`config.mk`:
```
export PLATFORM = sky130hd
export DESIGN_NAME = param_step_counter
export DESIGN_NICKNAME = d
export VERILOG_FILES = /design/src/rtl/param_step_pkg.sv /design/src/rtl/param_step_addsat.sv /design/src/rtl/param_step_counter.sv
export SDC_FILE = /design/constraint.sdc
export NUM_CORES = 1
export LEC_CHECK = 0
export ABC_AREA = 1
export BUFFER_PORTS_ARGS = -buffer_cell sky130_fd_sc_hd__buf_2
export CORE_AREA = 2 2 39 41
export CTS_BUF_LIST = sky130_fd_sc_hd__clkbuf_8
export CTS_CLUSTER_SIZE = 24
export DETAILED_ROUTE_END_ITERATION = 7
export DIE_AREA = 0 0 41 43
export PLACE_DENSITY = 0.53
export SKIP_CTS_REPAIR_TIMING = 1
export SLEW_MARGIN = 20
export SYNTH_ARGS = -nofsm -noshare
export SYNTH_HDL_FRONTEND = slang
export SYNTH_HIERARCHICAL = 1
export SYNTH_SLANG_ARGS = --single-unit
export TNS_END_PERCENT = 100
```
`constraint.sdc`:
```
create_clock -name clk -period 3.3 [get_ports clk]
set_clock_uncertainty 0.15 [all_clocks]
set_input_delay 0.495 -clock clk [delete_from_list [all_inputs] [get_ports clk]]
set_output_delay 0.495 -clock clk [all_outputs]
set_load 0.005 [all_outputs]
```
`src/rtl/param_step_pkg.sv`:
```
// Shared types and mode constants for the parameterised step counter.
package param_step_pkg;

  typedef enum logic [1:0] {
    IDLE  = 2'd0,
    COUNT = 2'd1,
    SAT   = 2'd2
  } state_t;

  localparam int MODE_UNSIGNED = 0;
  localparam int MODE_SIGNED   = 1;
  localparam int MODE_WRAP     = 0;
  localparam int MODE_SAT      = 1;

endpackage

```
`src/rtl/param_step_addsat.sv`:
```
// Combinational step: adds INC to the current value in WIDTH+1 bits, flags
// out-of-range results and applies the wrap or clamp policy.
module param_step_addsat
  import param_step_pkg::*;
#(
  parameter int WIDTH       = 4,
  parameter int INC         = 1,
  parameter int SIGNED_MODE = MODE_UNSIGNED,
  parameter int SATURATE    = MODE_WRAP
) (
  input  logic [WIDTH-1:0] cur,
  output logic [WIDTH-1:0] next_val,
  output logic             out_of_range
);

  localparam longint          INC_L   = INC;
  localparam logic [WIDTH:0]  INC_EXT = INC_L[WIDTH:0];
  localparam bit              INC_NEG = (INC < 0);

  logic [WIDTH:0]   cur_ext;
  logic [WIDTH:0]   sum;
  logic [WIDTH-1:0] clamp;

  // Unsigned: INC fits in WIDTH signed bits, so bit WIDTH of the sum is set
  // exactly when the true result is above the max or below zero.
  always_comb begin
    cur_ext      = (SIGNED_MODE == MODE_SIGNED) ? {cur[WIDTH-1], cur} : {1'b0, cur};
    sum          = cur_ext + INC_EXT;
    out_of_range = 1'b0;
    clamp        = '0;
    if (SIGNED_MODE == MODE_SIGNED) begin
      out_of_range = sum[WIDTH] ^ sum[WIDTH-1];
      clamp        = sum[WIDTH] ? {1'b1, {(WIDTH-1){1'b0}}} : {1'b0, {(WIDTH-1){1'b1}}};
    end else begin
      out_of_range = sum[WIDTH];
      clamp        = INC_NEG ? '0 : '1;
    end
    next_val = (SATURATE == MODE_SAT && out_of_range) ? clamp : sum[WIDTH-1:0];
  end

endmodule

```
`src/rtl/param_step_counter.sv`:
```
// Loadable counter stepping by a fixed signed INC, with wrap or saturate
// policy, sticky overflow flag and a one-cycle out-of-range pulse.
module param_step_counter
  import param_step_pkg::*;
#(
  parameter int WIDTH       = 4,
  parameter int INC         = 1,
  parameter int SIGNED_MODE = MODE_UNSIGNED,
  parameter int SATURATE    = MODE_WRAP
) (
  input  logic             clk,
  input  logic             reset,
  input  logic             load,
  input  logic [WIDTH-1:0] load_val,
  input  logic             en,
  output logic [WIDTH-1:0] out,
  output logic             ovf,
  output logic             wrap_pulse,
  output logic             busy
);

  state_t           state;
  logic [WIDTH-1:0] step_val;
  logic             step_oor;

  param_step_addsat #(
    .WIDTH      (WIDTH),
    .INC        (INC),
    .SIGNED_MODE(SIGNED_MODE),
    .SATURATE   (SATURATE)
  ) u_addsat (
    .cur         (out),
    .next_val    (step_val),
    .out_of_range(step_oor)
  );

  // busy is registered alongside state so it tracks COUNT without decoding.
  always_ff @(posedge clk) begin
    if (reset) begin
      state      <= IDLE;
      out        <= '0;
      ovf        <= 1'b0;
      wrap_pulse <= 1'b0;
      busy       <= 1'b0;
    end else begin
      wrap_pulse <= 1'b0;
      if (load) begin
        state <= COUNT;
        out   <= load_val;
        ovf   <= 1'b0;
        busy  <= 1'b1;
      end else if (state == COUNT && en) begin
        out <= step_val;
        if (step_oor) begin
          wrap_pulse <= 1'b1;
          ovf        <= 1'b1;
          if (SATURATE == MODE_SAT) begin
            state <= SAT;
            busy  <= 1'b0;
          end
        end
      end
    end
  end

endmodule
```
Word-level counts from Yosys, hierarchy flattened
Index checks and enable logic that the tools add are counted.

storage, ports and cells
  logic and storage cells = 14
  register bits = 7
  latch bits = 0
  RAM bits = 0
  memory bits (read-only) = 0
  output and inout port bits = 7
  bits of input ports = 8
  memories kept = 0

operators by class
  bitwise operators = 1
  eq/ne operators = 0
  shift operators = 0
  reductions and logical operators = 5
  magnitude comparators = 0
  multiplexer cells = 3
  $add $sub $neg = 1
  $mul = 0
  div/mod/pow operators = 0

operator list
  kind                 number
  $mux 4               2
  $add 4x1->5 const B  1
  $reduce_or 3->1      1
  $reduce_and 2->1     1
  $reduce_bool 2->1    1
  $reduce_or 2->1      1
  $logic_and 1x1->1    1
  $mux 1               1
  $not 1->1            1

Logic depth before layout (Yosys ltp)
Gate-level depths: netlist (run 1).

  word-level depth = 3
  depth in mapped cells = 7
  gate-level depth less buffers = 7

Modules after synthesis
Netlist (run 1), hierarchy kept.

modules (own cells, without submodules)
  module              sequential area each (um2)  cells each  instances  area each (um2)
  param_step_counter  140.1                       50          1          310.3
  param_step_addsat   0.0                         10          1          55.1

Least setup slack after synthesis (run 1)
Ideal clock, no wire load.

  kind = reg2reg
  from = register out[0]
  to = register out[2]
  data arrival time = 943 ps
  setup slack = 2095 ps
  path buffers = 0
  data required time = 3038 ps
  stages on the path, launching flop included = 7
  clock period less this slack = 1205 ps
  cells stage by stage = dfxtp_1 > ha_1 > xor2_1 > nand2_1 > nand2_1 > nor2_1 > nor2_1

between the ends
  cells in the longest elaborated chain, start to end = 3

RTL lines
  element                   RTL line                  text
  start: declaration        param_step_counter.sv:16  output logic [WIDTH-1:0] out,
  start signal: assignment  param_step_counter.sv:49  out <= load_val;
  start signal: assignment  param_step_counter.sv:53  out <= step_val;
  $add 4x1->5               param_step_addsat.sv:28   sum = cur_ext + INC_EXT;
  net step_val[2]           param_step_counter.sv:23  logic [WIDTH-1:0] step_val;
  $mux 4                    param_step_counter.sv:52  end else if (state == COUNT && en) begin
  $mux 4                    param_step_counter.sv:47  if (load) begin

The timed path passes the listed nets, and every way through them passes these cells. The select of a mux whose other input is x is not followed.
A chain may end at the register's enable or synchronous reset.

Final worst setup path (run 1)
  from = register out[0]
  to = output out[0]

No word-level cell between the ends.

==> results.yml, run 1 <==
cells_and_area:
  post_route_cells_drive_above_1_share_pct: 24.4
  num-fill-cells: 163
  utilization_pct: 36.2
  final_net_count: 88
  area_growth_syn_to_layout_pct: 37.0
  diodes: 0
floorplanning:
  core-area_mm2: 0.00138
  chipWidth_um: 41
  floorplan.initialDensity_pct: 26.4
  fp.dieH_um: 43
  placement_rows: 14
  design.die.area_mm2: 0.00176
  floorplan.io_pins: 15
placed_design:
  hpwlAfterDp_um: 656
  gp_weighted_congestion: 0.746
  numPortBuffers: 14
timing:
  hold_viol_final: 0
  timing.setup.tns_ns: 0
  post-route-min-period_ns: 1.44
  slew_violations: 0
  fin_crit_sh_pct: 43.7
  max-slew-margin-rel_pct: 80.3
  final_setup_violations: 0
  unrepaired_setup_endpoints_after_global_routing: "false"
  max_slew.worst_pin.slew_ns: 0.296
  max_freq_mhz: 693
drt:
  post-route-drc-count: 0
  total_detailed_routing_wirelength_um: 838
  total_via_count_after_detailed_routing: 394
  drt-pass1-iter-count: 4
  initialDrtViolationCount: 14
  avgRoutedWirePerCell_um: 8.91
  via_per_inst: 4.19
  antenna_left: 0
synthesis:
  post_synth_xor_area_fraction_pct: 2.40
  synth_seq_cells: 7
  ys_seq_area_share_pct: 38.4
  combinational_family_with_the_most_area_after_synthesis: "simple AND/OR/NAND/NOR gates"
  synth_area_in_compound_gates_pct: 2.74
  mappedNetlistArea_um2: 365
  synthesis.area_per_instance_um2: 6.09
  synth_fa_ha_area_share_pct: 3.42
  synth_top_cells_by_area: "dfxtp_1 38%, nand2_1 22%, nor2_1 12%"
  cell_count_after_synthesis: 60
  synthMuxAreaShare_pct: 0
  yosys.cell_types.count: 10
  synth.largest_area_cell: "dfxtp_1"
  post_synth_and_or_nand_nor_area_fraction_pct: 43.8
  yosysTopAreaCellShare_pct: 38.4
  postSynth.asyncResetShare_pct: 0
  synth.yosys.warnings: 6
  synth_flop_cell: "dfxtp_1"
  synth_edf_count: 0
  yosys-top-cells-count: "21 x nand2_1, 12 x nor2_1, 7 x dfxtp_1, 7 x inv_1, 6 x nand3_1"
  yosysMostFrequentCell: "nand2_1"
  synthesis.nets: 69
worst_setup_path:
  critPathLaunchType: "flop"
  path_max_fanout: 6
  ff2ff_setup_slack_ns: 2.04
  cpMaxStageDelayCell: "dfxtp_1"
  path_delay_family: "flip-flops"
  timing_worst_setup_path_type: "flop to output port"
  cpPeakStageDelay_ns: 0.42
  worstPathBufferInverterCount: 1
  timing.critical_path.required_ns: 2.65
  critPathCaptureType: "output port"
  worstRegToRegCells: 6
  cp_cell_sequence: "buf_2"
  worst_ep_arrival_time_ns: 0.80
  critical_path_depth: 1
grt:
  grt_first_pass_wirelength_mm: 1.35
  global_route.overflow_total: 0
  groute.usage.overall_pct: 12.5
  first_global_vias: 349
  grt_start_max_net_pins: 10
  grt_antenna_before_repair: 0
job:
  max-cap-violations: 0
power_and_ir_drop:
  sequentialPowerShare_pct: 38.9
  switching_power_uw: 62.5
  p_int_uw: 187
  ir_drop_mv: 0.198
  sw_frac_of_total_pct: 25.1
  p_per_area_mw_per_mm2: 498
  combPwrFrac_pct: 14.5
  cellLeakagePower_nw: 0.281
  power.clock.fraction_pct: 46.6
clocking:
  ctsRootBufferMaster: "clkbuf_8"
  tritoncts: "done"
  clk_transition_reported_paths_ns: 0.04
  clock_sinks: 7
  clock_latency_ns: 0.22
  cts_max_level: 1
  cts_made_buffers: 3
  clock_tree.buffer_depth: 2
worst_hold_path:
  path_class_of_the_lowest_slack_min_delay_path: "flop to flop"
  worstHoldPathCells: 2
run_status:
  result_of_the_run: "completed"
==> state kept, by name, indices dropped and copies added (netlist names) <==
register / cells
wrap_pulse: 1
state: 1
out: 4
ovf: 1
==> final timing paths <==
kind                             start  endpoint
worst max-delay path            out[0]    out[0]
worst min-delay path               ovf       ovf
worst max register to register  out[0]    out[2]
worst min register to register     ovf       ovf
==> power by group through the flow <==
stage	Clock, mW	Sequential (mW)	Combinational (mW)
3_3_place_gp	0	0.0984	0.0367
5_1_grt	0.128	0.0979	0.0426
3_5_place_dp	0	0.0986	0.0363
6_report	0.116	0.0971	0.0362
2_1_floorplan	0	0.0979	0.0216
4_1_cts	0.120	0.0972	0.0366
==> cell families after synthesis <==
kind of cell / count (synthesis)
XOR/XNOR: 1
adder cells (fa/ha/maj): 1
buffers and inverters: 9
AND/OR/NAND/NOR: 40
flip-flops: 7
AO/OA/AOI/OAI: 2
==> metal layers <==
layer	vias to the layer above	share of wire (%)	GRT usage (%)
met5	-	0	0
li1	218	-	-
met4	0	2.3	12.0
met3	2	5.3	4.71
met1	164	45	12.3
met2	10	47	18.4
==> stage by stage <==
| step | cell area (um2) | total power, mW | std cells | hold slack, ns | worst slack, ns |
|---|---|---|---|---|---|
| after floorplan | 365 | 0.119 | 60 | 0.294 | 2.10 |
| after global placement | 455 | 0.135 | 90 | 0.289 | 2.01 |
| after detailed placement | 455 | 0.135 | 90 | 0.287 | 2.00 |
| after CTS | 500 | 0.253 | 94 | 0.293 | 1.85 |
| after global routing | 500 | 0.268 | 94 | 0.305 | 1.82 |
| final | 500 | 0.249 | 94 | 0.291 | 1.86 |
==> layout by cell type, fill, tap and decap left out, drive strengths merged <==
cell / instances
a21oi: 2
buf: 14
clkbuf: 3
dfxtp: 7
ha: 1
inv: 10
nand2: 21
nand3: 6
nand4: 1
nor2: 12
xor2: 1
==> final cells by class <==
| class | instances | area (um2) | area share, % |
|---|---|---|---|
| flip-flops and latches | 7 | 140 | 28.0 |
| well taps | 16 | 20.0 | 4.00 |
| multi-input cells | 44 | 191 | 38.3 |
| clock inverters | 1 | 3.75 | 0.750 |
| repair buffers | 14 | 70.1 | 14.0 |
| inverters | 9 | 33.8 | 6.75 |
| clock buffers | 3 | 41.3 | 8.25 |
==> tightest hold or removal path, stage by stage (launching register included) <==
cell     delay, ns
dfxtp_1       0.30
inv_1         0.04
a21oi_1       0.05
(Power assumes the default switching activity.)
==> run 2, diff against run 1 <==
ABC_AREA = 0   (was 1)
PLACE_DENSITY = 0.57   (was 0.53)
clock period = 1.39 ns   (was 3.3 ns; I/O delays follow)
==> results.yml, run 2 <==
cells_and_area:
  mostFrequentLayoutCells: "14 x buf_2, 6 x inv_1, 4 x and4bb_2, 4 x dfxtp_1, 4 x buf_4"
  max_ffs_per_register: 4
  diodes: 0
  post_route_cells_drive_above_1_share_pct: 61.4
  final_net_count: 67
  layout_commonest_cell: "buf_2"
  regMostFlops: "out"
  area_growth_syn_to_layout_pct: 41.0
run_status:
  result_of_the_run: "completed"
clocking:
  clk_transition_reported_paths_ns: 0.04
  cts_max_level: 1
  tritoncts: "done"
  cts_made_buffers: 3
  clock_tree.buffer_depth: 2
  clock_sinks: 7
  ctsRootBufferMaster: "clkbuf_8"
  clock_latency_ns: 0.22
timing:
  timing.setup.tns_ns: 0
  fin_crit_sh_pct: 95.0
  final_setup_violations: 0
  unrepaired_setup_endpoints_after_global_routing: "false"
  hold_viol_final: 0
  max_slew.worst_pin.slew_ns: 0.403
  finalWorstSetupSlack_ns: 0.0699
  post-route-min-period_ns: 1.32
  max_freq_mhz: 758
  slew_violations: 0
  max-slew-margin-rel_pct: 73.0
synthesis:
  synth_seq_cells: 7
  synth_flop_cell: "dfxtp_1"
  postSynth.asyncResetShare_pct: 0
  synthesis.nets: 47
  synth_top_cells_by_area: "dfxtp_1 35%, a2111oi_2 15%, and4bb_2 12%"
  mappedNetlistArea_um2: 405
  yosys.cell_types.count: 16
  synth.largest_area_cell: "dfxtp_1"
  cell_count_after_synthesis: 38
  yosysMostFrequentCell: "dfxtp_1"
  synthesis.area_per_instance_um2: 10.7
  ys_seq_area_share_pct: 34.6
  yosys-top-cells-count: "7 x dfxtp_1, 5 x inv_1, 4 x a2111oi_2, 4 x and4bb_2, 3 x a211oi_1"
  yosysTopAreaCellShare_pct: 34.6
  synth.yosys.warnings: 6
  synth_edf_count: 0
grt:
  grt_antenna_before_repair: 0
  grt_use_met2_pct: 15.3
  grt_first_pass_wirelength_mm: 1.37
  groute.usage.overall_pct: 12.0
  use_met3_pct: 4.71
  globalRoute.busiestLayer: "met1"
  first_global_vias: 307
  global_route.overflow_total: 0
  grt_start_max_net_pins: 16
  use_met1_pct: 16.1
worst_setup_path:
  critPathLaunchType: "flop"
  cpMaxStageDelayCell: "dfxtp_2"
  worstPathBufferInverterCount: 0
  worst_ep_arrival_time_ns: 1.29
  critPathCaptureType: "flop"
  cp_cell_sequence: "nand3_1 > xnor2_1 > and4bb_2 > a2111oi_2"
  path_delay_family: "flip-flops"
  timing_worst_setup_path_type: "flop to flop"
  cpPeakStageDelay_ns: 0.35
  path_max_fanout: 3
  timing.critical_path.required_ns: 1.36
drt:
  initialDrtViolationCount: 4
  avgRoutedWirePerCell_um: 12.0
  antenna_left: 0
  via_per_inst: 4.89
  total_detailed_routing_wirelength_um: 876
  post-route-drc-count: 0
  total_via_count_after_detailed_routing: 357
  drt-pass1-iter-count: 2
floorplanning:
  floorplan.io_pins: 15
  design.die.area_mm2: 0.00176
  placement_rows: 14
  floorplan.initialDensity_pct: 29.3
  core-area_mm2: 0.00138
  chipWidth_um: 41
  fp.dieH_um: 43
job:
  max-cap-violations: 0
placed_design:
  gp_weighted_congestion: 0.670
  numPortBuffers: 14
  dp_worst_setup_slack_ns: 0.000856
  hpwlAfterDp_um: 605
worst_hold_path:
  path_class_of_the_lowest_slack_min_delay_path: "input pin to flop"
power_and_ir_drop:
  total_power_uw: 607
  ir_drop_mv: 0.598
  cellLeakagePower_nw: 0.253
  p_per_area_mw_per_mm2: 1060
==> run 2: changes by cell type after synthesis, moves of 2 or more <==
cell	change
nand3_1	-4
buf_6	+2
nor3_1	+2
nand2_1	-21
a2111oi_2	+4
inv_1	-2
a21oi_1	-2
and4bb_2	+4
a211oi_1	+3
nor2_1	-10
inv_2	-2
==> run 2: worst register-to-register path: stages, from the launching register on <==
cell	delay [ns]
dfxtp_2	0.35
nand3_1	0.10
xnor2_1	0.12
and4bb_2	0.25
a2111oi_2	0.25
==> run 2: worst paths after layout <==
check | start | to | slack, ns | depth (start not counted)
min reg2reg | ovf | ovf | 0.37 | 2
max | out[1] | out[3] | 0.07 | 4
max reg2reg | out[1] | out[3] | 0.07 | 4
min | load_val[0] | out[0] | 0.08 | 3
==> run 2: stage by stage <==
step                      std cells  utilization, %  instance area (um2)  hold WS [ns]
after floorplan                  38               -                  405         0.127
after global placement           69            35.8                  495         0.321
after detailed placement         69            35.8                  495         0.323
after CTS                        73            39.1                  541        0.0864
after global routing             73            41.3                  572        0.0945
final                            73            41.3                  572        0.0821
==> run 2: where the power goes <==
part	internal (mW)	switching [mW]	total (mW)
registers	0.215	0.0149	0.230
clock network	0.191	0.0841	0.275
logic	0.0557	0.0469	0.103
==> run 2: metal layers <==
layer / vias up / wire length, um
li1: 180 / -
met1: 166 / 390
met2: 9 / 433
met3: 2 / 39
met4: 0 / 13
met5: - / 0
==> run 2: kinds of logic (layout without fill, tap and decap cells) <==
group | count (synthesis) | in the layout | share of synthesized area [%]
AOI/OAI and AO/OA | 9 | 9 | 25.0
xor gates and xnor gates | 2 | 2 | 4.32
adders and majority gates | 1 | 1 | 3.09
buffers and inverters | 8 | 27 | 12.0
DFF | 7 | 7 | 34.6
and+or+nand+nor | 11 | 11 | 21.0
==> run 2: cell type report <==
type	count	area [um2]
Clock buffer	3	41.3
Clock inverter	1	3.75
Fill cell	138	812
Inverter	5	18.8
Multi-Input combinational cell	23	241
Sequential cell	7	146
Tap cell	16	20.0
Timing Repair Buffer	18	100
